`config.mk`:
```
export PLATFORM = sky130hd
export DESIGN_NAME = vend_controller_flat
export DESIGN_NICKNAME = d
export VERILOG_FILES = /design/src/rtl/vend_pkg.sv /design/src/rtl/vend_if.sv /design/src/rtl/vend_change_issuer.sv /design/src/rtl/vend_controller.sv /design/src/flat_wrapper.sv
export SDC_FILE = /design/constraint.sdc
export NUM_CORES = 1
export LEC_CHECK = 0
export ABC_AREA = 0
export CORE_MARGIN = 4
export CORE_UTILIZATION = 58
export CTS_BUF_LIST = sky130_fd_sc_hd__clkbuf_8
export DETAILED_ROUTE_END_ITERATION = 6
export GPL_TIMING_DRIVEN = 1
export PLACE_DENSITY = 0.82
export SYNTH_ARGS = -nofsm -noshare
export SYNTH_HDL_FRONTEND = slang
export SYNTH_SLANG_ARGS = --single-unit
```
`constraint.sdc`:
```
create_clock -name clk -period 3.3 [get_ports clk]
set_input_delay 0.99 -clock clk [delete_from_list [all_inputs] [get_ports clk]]
set_output_delay 0.99 -clock clk [all_outputs]
set_load 0.01 [all_outputs]
```
`src/rtl/vend_pkg.sv`:
```
// rtl/vend_pkg.sv - shared types, coin codes and credit width for the vending controller
package vend_pkg;

    localparam int CREDIT_W = 5;

    typedef enum logic [1:0] {
        ST_IDLE     = 2'd0,
        ST_CREDIT   = 2'd1,
        ST_DISPENSE = 2'd2,
        ST_CHANGE   = 2'd3
    } vend_state_t;

    localparam logic [1:0] COIN_NONE = 2'b00;
    localparam logic [1:0] COIN_FIVE = 2'b01;
    localparam logic [1:0] COIN_TEN  = 2'b10;
    localparam logic [1:0] COIN_BAD  = 2'b11;

    function automatic logic [1:0] coin_value(input logic [1:0] code);
        case (code)
            COIN_FIVE: return 2'd1;
            COIN_TEN:  return 2'd2;
            default:   return 2'd0;
        endcase
    endfunction

endpackage

```
`src/rtl/vend_if.sv`:
```
// rtl/vend_if.sv - actuator handshakes: dispense motor and change hopper
interface vend_if;
    logic       disp_req;
    logic [1:0] disp_id;
    logic       disp_ack;
    logic       chg_req;
    logic       chg_coin;
    logic       chg_ack;

    modport master (output disp_req, disp_id, chg_req, chg_coin,
                    input  disp_ack, chg_ack);
    modport slave  (input  disp_req, disp_id, chg_req, chg_coin,
                    output disp_ack, chg_ack);
endinterface

```
`src/rtl/vend_change_issuer.sv`:
```
// rtl/vend_change_issuer.sv - pays out a loaded credit amount as tens then a final five
module vend_change_issuer
    import vend_pkg::*;
(
    input  logic                clk,
    input  logic                rst,
    input  logic                i_load,
    input  logic [CREDIT_W-1:0] i_amount,
    input  logic                i_chg_ack,
    output logic                o_chg_req,
    output logic                o_chg_coin,
    output logic [CREDIT_W-1:0] o_remaining,
    output logic                o_done
);

    logic [CREDIT_W-1:0] r_remaining;
    logic                r_pending;
    logic                r_req;
    logic                w_ack;
    logic [CREDIT_W-1:0] w_step;

    assign w_ack       = r_req & i_chg_ack;
    assign w_step      = (r_remaining >= CREDIT_W'(2)) ? CREDIT_W'(2) : CREDIT_W'(1);
    assign o_chg_req   = r_req;
    assign o_chg_coin  = r_req & (r_remaining >= CREDIT_W'(2));
    assign o_remaining = r_remaining;
    // Last coin: whatever is left fits in one ejection.
    assign o_done      = w_ack & (r_remaining <= CREDIT_W'(2));

    always_ff @(posedge clk or negedge rst) begin
        if (!rst) begin
            r_remaining <= '0;
            r_pending   <= 1'b0;
            r_req       <= 1'b0;
        end else if (i_load) begin
            r_remaining <= i_amount;
            r_pending   <= (i_amount != '0);
        end else if (r_pending) begin
            r_req     <= 1'b1;
            r_pending <= 1'b0;
        end else if (w_ack) begin
            r_remaining <= r_remaining - w_step;
            if (o_done) r_req <= 1'b0;
        end
    end

endmodule

```
`src/rtl/vend_controller.sv`:
```
// rtl/vend_controller.sv - coin credit, select/refund/timeout arbitration and actuator sequencing
module vend_controller
    import vend_pkg::*;
#(
    parameter int PRICE0     = 3,
    parameter int PRICE1     = 4,
    parameter int PRICE2     = 5,
    parameter int PRICE3     = 6,
    parameter int MAX_CREDIT = 20,
    parameter int TIMEOUT    = 1000
) (
    input  logic                clk,
    input  logic                rst,
    input  logic [1:0]          x,
    input  logic                sel_valid,
    input  logic [1:0]          sel,
    input  logic                refund,
    vend_if.master              act,
    output logic                coin_rej,
    output logic                sel_nak,
    output logic                busy,
    output logic [CREDIT_W-1:0] credit
);

    localparam int TW = $clog2(TIMEOUT + 1);

    vend_state_t         r_state, w_state_nxt;
    logic [CREDIT_W-1:0] r_credit, w_credit_nxt;
    logic [TW-1:0]       r_timer, w_timer_nxt;
    logic                r_disp_req, w_disp_req_nxt;
    logic [1:0]          r_disp_id, w_disp_id_nxt;
    logic                r_coin_rej, w_coin_rej_nxt;
    logic                r_sel_nak, w_sel_nak_nxt;
    logic                w_load, w_claim, w_activity;
    logic [CREDIT_W-1:0] w_price, w_remaining;
    logic [CREDIT_W:0]   w_sum;
    logic                w_chg_req, w_chg_coin, w_chg_done;

    always_comb begin
        case (sel)
            2'd0:    w_price = CREDIT_W'(PRICE0);
            2'd1:    w_price = CREDIT_W'(PRICE1);
            2'd2:    w_price = CREDIT_W'(PRICE2);
            default: w_price = CREDIT_W'(PRICE3);
        endcase
    end

    assign w_sum      = {1'b0, r_credit} + {{(CREDIT_W-1){1'b0}}, coin_value(x)};
    assign w_activity = sel_valid | refund | (x != COIN_NONE);

    always_comb begin
        w_state_nxt    = r_state;
        w_credit_nxt   = r_credit;
        w_timer_nxt    = '0;
        w_disp_req_nxt = r_disp_req;
        w_disp_id_nxt  = r_disp_id;
        w_coin_rej_nxt = 1'b0;
        w_sel_nak_nxt  = 1'b0;
        w_load         = 1'b0;
        w_claim        = 1'b0;
        unique case (r_state)
            ST_IDLE, ST_CREDIT: begin
                // Select outranks refund, and either one claims the cycle from a coin.
                if (sel_valid) begin
                    if (r_credit >= w_price) begin
                        w_claim        = 1'b1;
                        w_credit_nxt   = r_credit - w_price;
                        w_disp_req_nxt = 1'b1;
                        w_disp_id_nxt  = sel;
                        w_state_nxt    = ST_DISPENSE;
                    end else begin
                        w_sel_nak_nxt = 1'b1;
                    end
                end else if (refund && r_state == ST_CREDIT) begin
                    w_claim      = 1'b1;
                    w_load       = 1'b1;
                    w_credit_nxt = '0;
                    w_state_nxt  = ST_CHANGE;
                end
                if (x == COIN_BAD || (x != COIN_NONE &&
                        (w_claim || w_sum > (CREDIT_W+1)'(MAX_CREDIT)))) begin
                    w_coin_rej_nxt = 1'b1;
                end else if (x != COIN_NONE) begin
                    w_credit_nxt = w_sum[CREDIT_W-1:0];
                    w_state_nxt  = ST_CREDIT;
                end
                if (r_state == ST_CREDIT && !w_activity) begin
                    if (r_timer == TW'(TIMEOUT - 1)) begin
                        w_load       = 1'b1;
                        w_credit_nxt = '0;
                        w_state_nxt  = ST_CHANGE;
                    end else begin
                        w_timer_nxt = r_timer + TW'(1);
                    end
                end
            end
            ST_DISPENSE: begin
                w_sel_nak_nxt  = sel_valid;
                w_coin_rej_nxt = (x != COIN_NONE);
                if (r_disp_req && act.disp_ack) begin
                    w_disp_req_nxt = 1'b0;
                    if (r_credit != '0) begin
                        w_load       = 1'b1;
                        w_credit_nxt = '0;
                        w_state_nxt  = ST_CHANGE;
                    end else begin
                        w_state_nxt = ST_IDLE;
                    end
                end
            end
            ST_CHANGE: begin
                w_sel_nak_nxt  = sel_valid;
                w_coin_rej_nxt = (x != COIN_NONE);
                if (w_chg_done) w_state_nxt = ST_IDLE;
            end
            default: w_state_nxt = ST_IDLE;
        endcase
    end

    always_ff @(posedge clk or negedge rst) begin
        if (!rst) begin
            r_state    <= ST_IDLE;
            r_credit   <= '0;
            r_timer    <= '0;
            r_disp_req <= 1'b0;
            r_disp_id  <= 2'd0;
            r_coin_rej <= 1'b0;
            r_sel_nak  <= 1'b0;
        end else begin
            r_state    <= w_state_nxt;
            r_credit   <= w_credit_nxt;
            r_timer    <= w_timer_nxt;
            r_disp_req <= w_disp_req_nxt;
            r_disp_id  <= w_disp_id_nxt;
            r_coin_rej <= w_coin_rej_nxt;
            r_sel_nak  <= w_sel_nak_nxt;
        end
    end

    // Credit moves into the issuer on entry to CHANGE; it is the visible balance there.
    vend_change_issuer u_change (
        .clk         (clk),
        .rst         (rst),
        .i_load      (w_load),
        .i_amount    (r_credit),
        .i_chg_ack   (act.chg_ack),
        .o_chg_req   (w_chg_req),
        .o_chg_coin  (w_chg_coin),
        .o_remaining (w_remaining),
        .o_done      (w_chg_done)
    );

    assign act.disp_req = r_disp_req;
    assign act.disp_id  = r_disp_id;
    assign act.chg_req  = w_chg_req;
    assign act.chg_coin = w_chg_coin;
    assign coin_rej     = r_coin_rej;
    assign sel_nak      = r_sel_nak;
    assign busy         = (r_state == ST_DISPENSE) || (r_state == ST_CHANGE);
    assign credit       = (r_state == ST_CHANGE) ? w_remaining : r_credit;

endmodule

```
`src/flat_wrapper.sv`:
```
// flat-port wrapper written by rule: the top's interface ports become plain ports
module vend_controller_flat import vend_pkg::*;
#(
    parameter int PRICE0     = 3,
    parameter int PRICE1     = 4,
    parameter int PRICE2     = 5,
    parameter int PRICE3     = 6,
    parameter int MAX_CREDIT = 20,
    parameter int TIMEOUT    = 1000
)
  (clk, rst, x, sel_valid, sel, refund, coin_rej, sel_nak, busy, credit, act_disp_req, act_disp_id, act_chg_req, act_chg_coin, act_disp_ack, act_chg_ack);
  vend_if act_i ();
  input  logic clk;
  input  logic rst;
  input  logic [1:0] x;
  input  logic sel_valid;
  input  logic [1:0] sel;
  input  logic refund;
  output logic coin_rej;
  output logic sel_nak;
  output logic busy;
  output logic [CREDIT_W-1:0] credit;
  output wire logic [$bits(act_i.disp_req)-1:0] act_disp_req;
  output wire logic [$bits(act_i.disp_id)-1:0] act_disp_id;
  output wire logic [$bits(act_i.chg_req)-1:0] act_chg_req;
  output wire logic [$bits(act_i.chg_coin)-1:0] act_chg_coin;
  input wire logic [$bits(act_i.disp_ack)-1:0] act_disp_ack;
  input wire logic [$bits(act_i.chg_ack)-1:0] act_chg_ack;
  assign act_disp_req = act_i.disp_req;
  assign act_disp_id = act_i.disp_id;
  assign act_chg_req = act_i.chg_req;
  assign act_chg_coin = act_i.chg_coin;
  assign act_i.disp_ack = act_disp_ack;
  assign act_i.chg_ack = act_chg_ack;
  vend_controller #(.PRICE0(PRICE0), .PRICE1(PRICE1), .PRICE2(PRICE2), .PRICE3(PRICE3), .MAX_CREDIT(MAX_CREDIT), .TIMEOUT(TIMEOUT)) u_core (.clk(clk), .rst(rst), .x(x), .sel_valid(sel_valid), .sel(sel), .refund(refund), .act(act_i), .coin_rej(coin_rej), .sel_nak(sel_nak), .busy(busy), .credit(credit));
endmodule
```
==> results.toml <==
[global_route]
grt_max_degree = 30
grtUsageTotal_pct = 23.9
grt_pass1_wl_mm = 8.04
overflow = 0
antenna_found_initial = 0
grt_pass1_vias = 1711

[setup_path]
path_buf_inv = 3
crit_fanout = 6
cp-end-kind = "flop"
path_cells = "dlygate4sd2_1 -> inv_2 -> ha_2 -> ha_1 -> and3_4 -> or4_4 -> o21ai_4 -> o2111a_2 -> buf_6 -> mux2i_1 -> a22o_1"
cp-start-kind = "primary input"
max_stage_delay_ns = 0.43
path_class = "primary input to flop"
slowest_stage = "or4_4"
cp_top_family = "compound AO/OA/AOI/OAI gates"
critical_path_arrival_ns = 3.45
cp.required_ns = 3.52

[place]
dpl_worst_slack_ns = -0.483
io_buffers = 22
hpwl_mm = 3.41
routabilityCongestion = 0.847

[finish]
postLayoutCoreUtil_pct = 78.3
multiInputGateArea_mm2 = 0.00121
fill_cells = 244
diodes = 0
final_cell_mix = "33 x buf_4, 29 x dfrtp_1, 19 x nor2_1"
final_common_cell = "buf_4"
area_growth_syn_to_layout_pct = 31.2
final_nets = 285
seq_area_um2 = 726
drive_gt1_share_pct = 29.8

[power]
ir_drop_mv = 0.450
p_per_area_mw_per_mm2 = 794
power.total_mw = 2.07
leakage_nw = 1.17

[clocking]
htreeDepth = 2
cts.path.max_buffers = 2
numCtsBuffers = 5
cts_tree = "done"
insertion_delay_ns = 0.28
cts.sinks = 29
clock-root-buffer = "clkbuf_8"
path_clk_slew_ns = 0.07

[logic_synthesis]
synth_area_mm2 = 0.00199
yosys_warnings = 0
synthCells = 207
ys.flop_type = "dfrtp_1"
synth-seq-area-share_pct = 36.5
async_flop_share_pct = 100
synth_top_area_share_pct = 36.5
syn_nets = 231
synth_edf_count = 0
synth_top_area_cell = "dfrtp_1"
syn_area_per_cell_um2 = 9.62
ys_ff_latch = 29
yosys-top-cells-area = "dfrtp_1 36%, ha_1 6.9%, nor2_1 4.1%"
ys_types = 52

[floorplanning]
die_area_mm2 = 0.00443
rows = 21
ios = 23
fp.dieW_um = 66.6
die_h_um = 66.6
core-area_mm2 = 0.00334
start_util_pct = 59.7

[sta]
period_share_pct = 97.9
finalClockSkew_ns = 0.00711
drv_slew = 0
fmax_mhz = 310
fin_crit_ns = 3.23
timing.final.ws_setup_ns = 0.0700
finalSetupTns_ns = 0
hold_violations = 0
setup_viol = 0
max_slew_margin_pct = 62.3
tightest_slew_ns = 0.552

[routing]
drc = 0
via_count = 1743
routed_via_density = 5.66
first_pass_iters = 4
drtIter0Drc = 94
drtAntennaViolNets = 0
wl_per_cell_um = 15.6
routed_wl_mm = 4.81

[job]
maxCapViolCount = 0

[run_status]
outcome = "finished, final reports clean"

[min_path]
hold_path_class = "flop to flop"
what timing repair did:
action                                 4_1_cts  5_1_grt
buffers inserted                             4        2
endpoints found under the hold margin        0        0
pin swaps                                   10       10
hold buffers                                 0        0
resized for setup                            8       12
gates cloned                                 0        0
setup endpoints to repair                    8        8
worst reg2reg max path: cells and delay by family, from the launching register on:
family	cells	cell delay (ns)
AO/OA/AOI/OAI	3	0.65
adder cells (fa/ha/maj)	1	0.32
buffers and inverters	1	0.12
flip-flops	1	0.60
multiplexers	1	0.19
AND/OR/NAND/NOR	2	0.61
routing by layer:
| metal | vias up | part of all wire (%) | track usage, % |
|---|---|---|---|
| met2 | 40 | 49 | 39.1 |
| met5 | - | 0 | 0 |
| met3 | 9 | 3.8 | 5.40 |
| met4 | 0 | 1.7 | 6.60 |
| met1 | 845 | 45 | 31.7 |
| li1 | 849 | - | - |
synth_stat cells (2+ instances only):
cell type and number:
a21oi_1 10, nand2_1 13, nand4b_1 2, xnor2_1 5
a22o_1 2, nor2b_1 3, or3_1 3, dfrtp_1 29
ha_1 11, o21a_1 3, nand3b_1 2, nand2b_1 3
inv_1 12, and2b_2 4, clkbuf_1 2, a32o_1 2
and3_1 2, buf_2 2, a311o_2 2, o21ai_0 9
fa_1 3, nor4_1 3, buf_6 4, nand3_1 10
mux2_2 6, o22ai_1 2, mux2i_1 4, a32oi_1 3
nand4_1 2, nor2_1 22, xor2_1 6
state kept, by name (all words and copies together), names as in the netlist:
name / flops
u_core.r_timer: 10
u_core.r_credit: 5
u_core.u_change.o_remaining: 5
u_core.act.disp_id: 2
u_core.r_state: 2
u_core.act.disp_req: 1
u_core.coin_rej: 1
u_core.sel_nak: 1
u_core.u_change.o_chg_req: 1
u_core.u_change.r_pending: 1
where the power goes:
part | switching [mW] | internal [mW]
Combinational | 0.504 | 0.667
Clock | 0.138 | 0.145
Sequential | 0.166 | 0.452
Total | 0.809 | 1.26
metrics by stage:
step / hold WS [ns] / instances / cell area (µm²)
6_report: 0.504 / 308 / 2610
2_1_floorplan: 0.455 / 207 / 1990
3_5_place_dp: 0.488 / 294 / 2410
3_3_place_gp: 0.479 / 294 / 2410
4_1_cts: 0.499 / 306 / 2540
5_1_grt: 0.512 / 308 / 2610
final timing paths:
| check | startpoint | endpoint | slack [ns] | depth (start not counted) |
|---|---|---|---|---|
| hold reg to reg | u_core.r_timer[0] | u_core.r_timer[0] | 0.50 | 1 |
| min in group asynchronous | rst | u_core.r_timer[8] | 1.10 | 2 |
| max in group asynchronous | rst | u_core.r_credit[2] | 1.91 | 2 |
| setup reg to reg | u_core.r_credit[2] | u_core.r_credit[3] | 0.75 | 8 |
| setup / recovery | sel[0] | u_core.r_credit[3] | 0.07 | 11 |
| hold / removal | u_core.r_timer[0] | u_core.r_timer[0] | 0.50 | 1 |
logic make-up (layout without fill, tap and decap cells):
family | count (synthesis) | after routing | share of synthesized area, %
adders and majority gates | 14 | 14 | 9.93
xor gates and xnor gates | 11 | 11 | 4.84
muxes | 10 | 10 | 5.41
DFF | 29 | 29 | 36.5
and+or+nand+nor | 76 | 76 | 20.4
AOI/OAI and AO/OA | 46 | 46 | 17.2
buffers and inverters | 21 | 76 | 5.78
area by class of cell:
class / count / share of cell area [%]
timing repair buffer: 56 / 18.4
sequential: 29 / 27.8
tap: 46 / 2.20
clock inverter: 3 / 0.671
inverter: 12 / 1.72
clock buffer: 5 / 2.64
multi-input combinational: 157 / 46.5
Power figures use the tool's default switching activity.
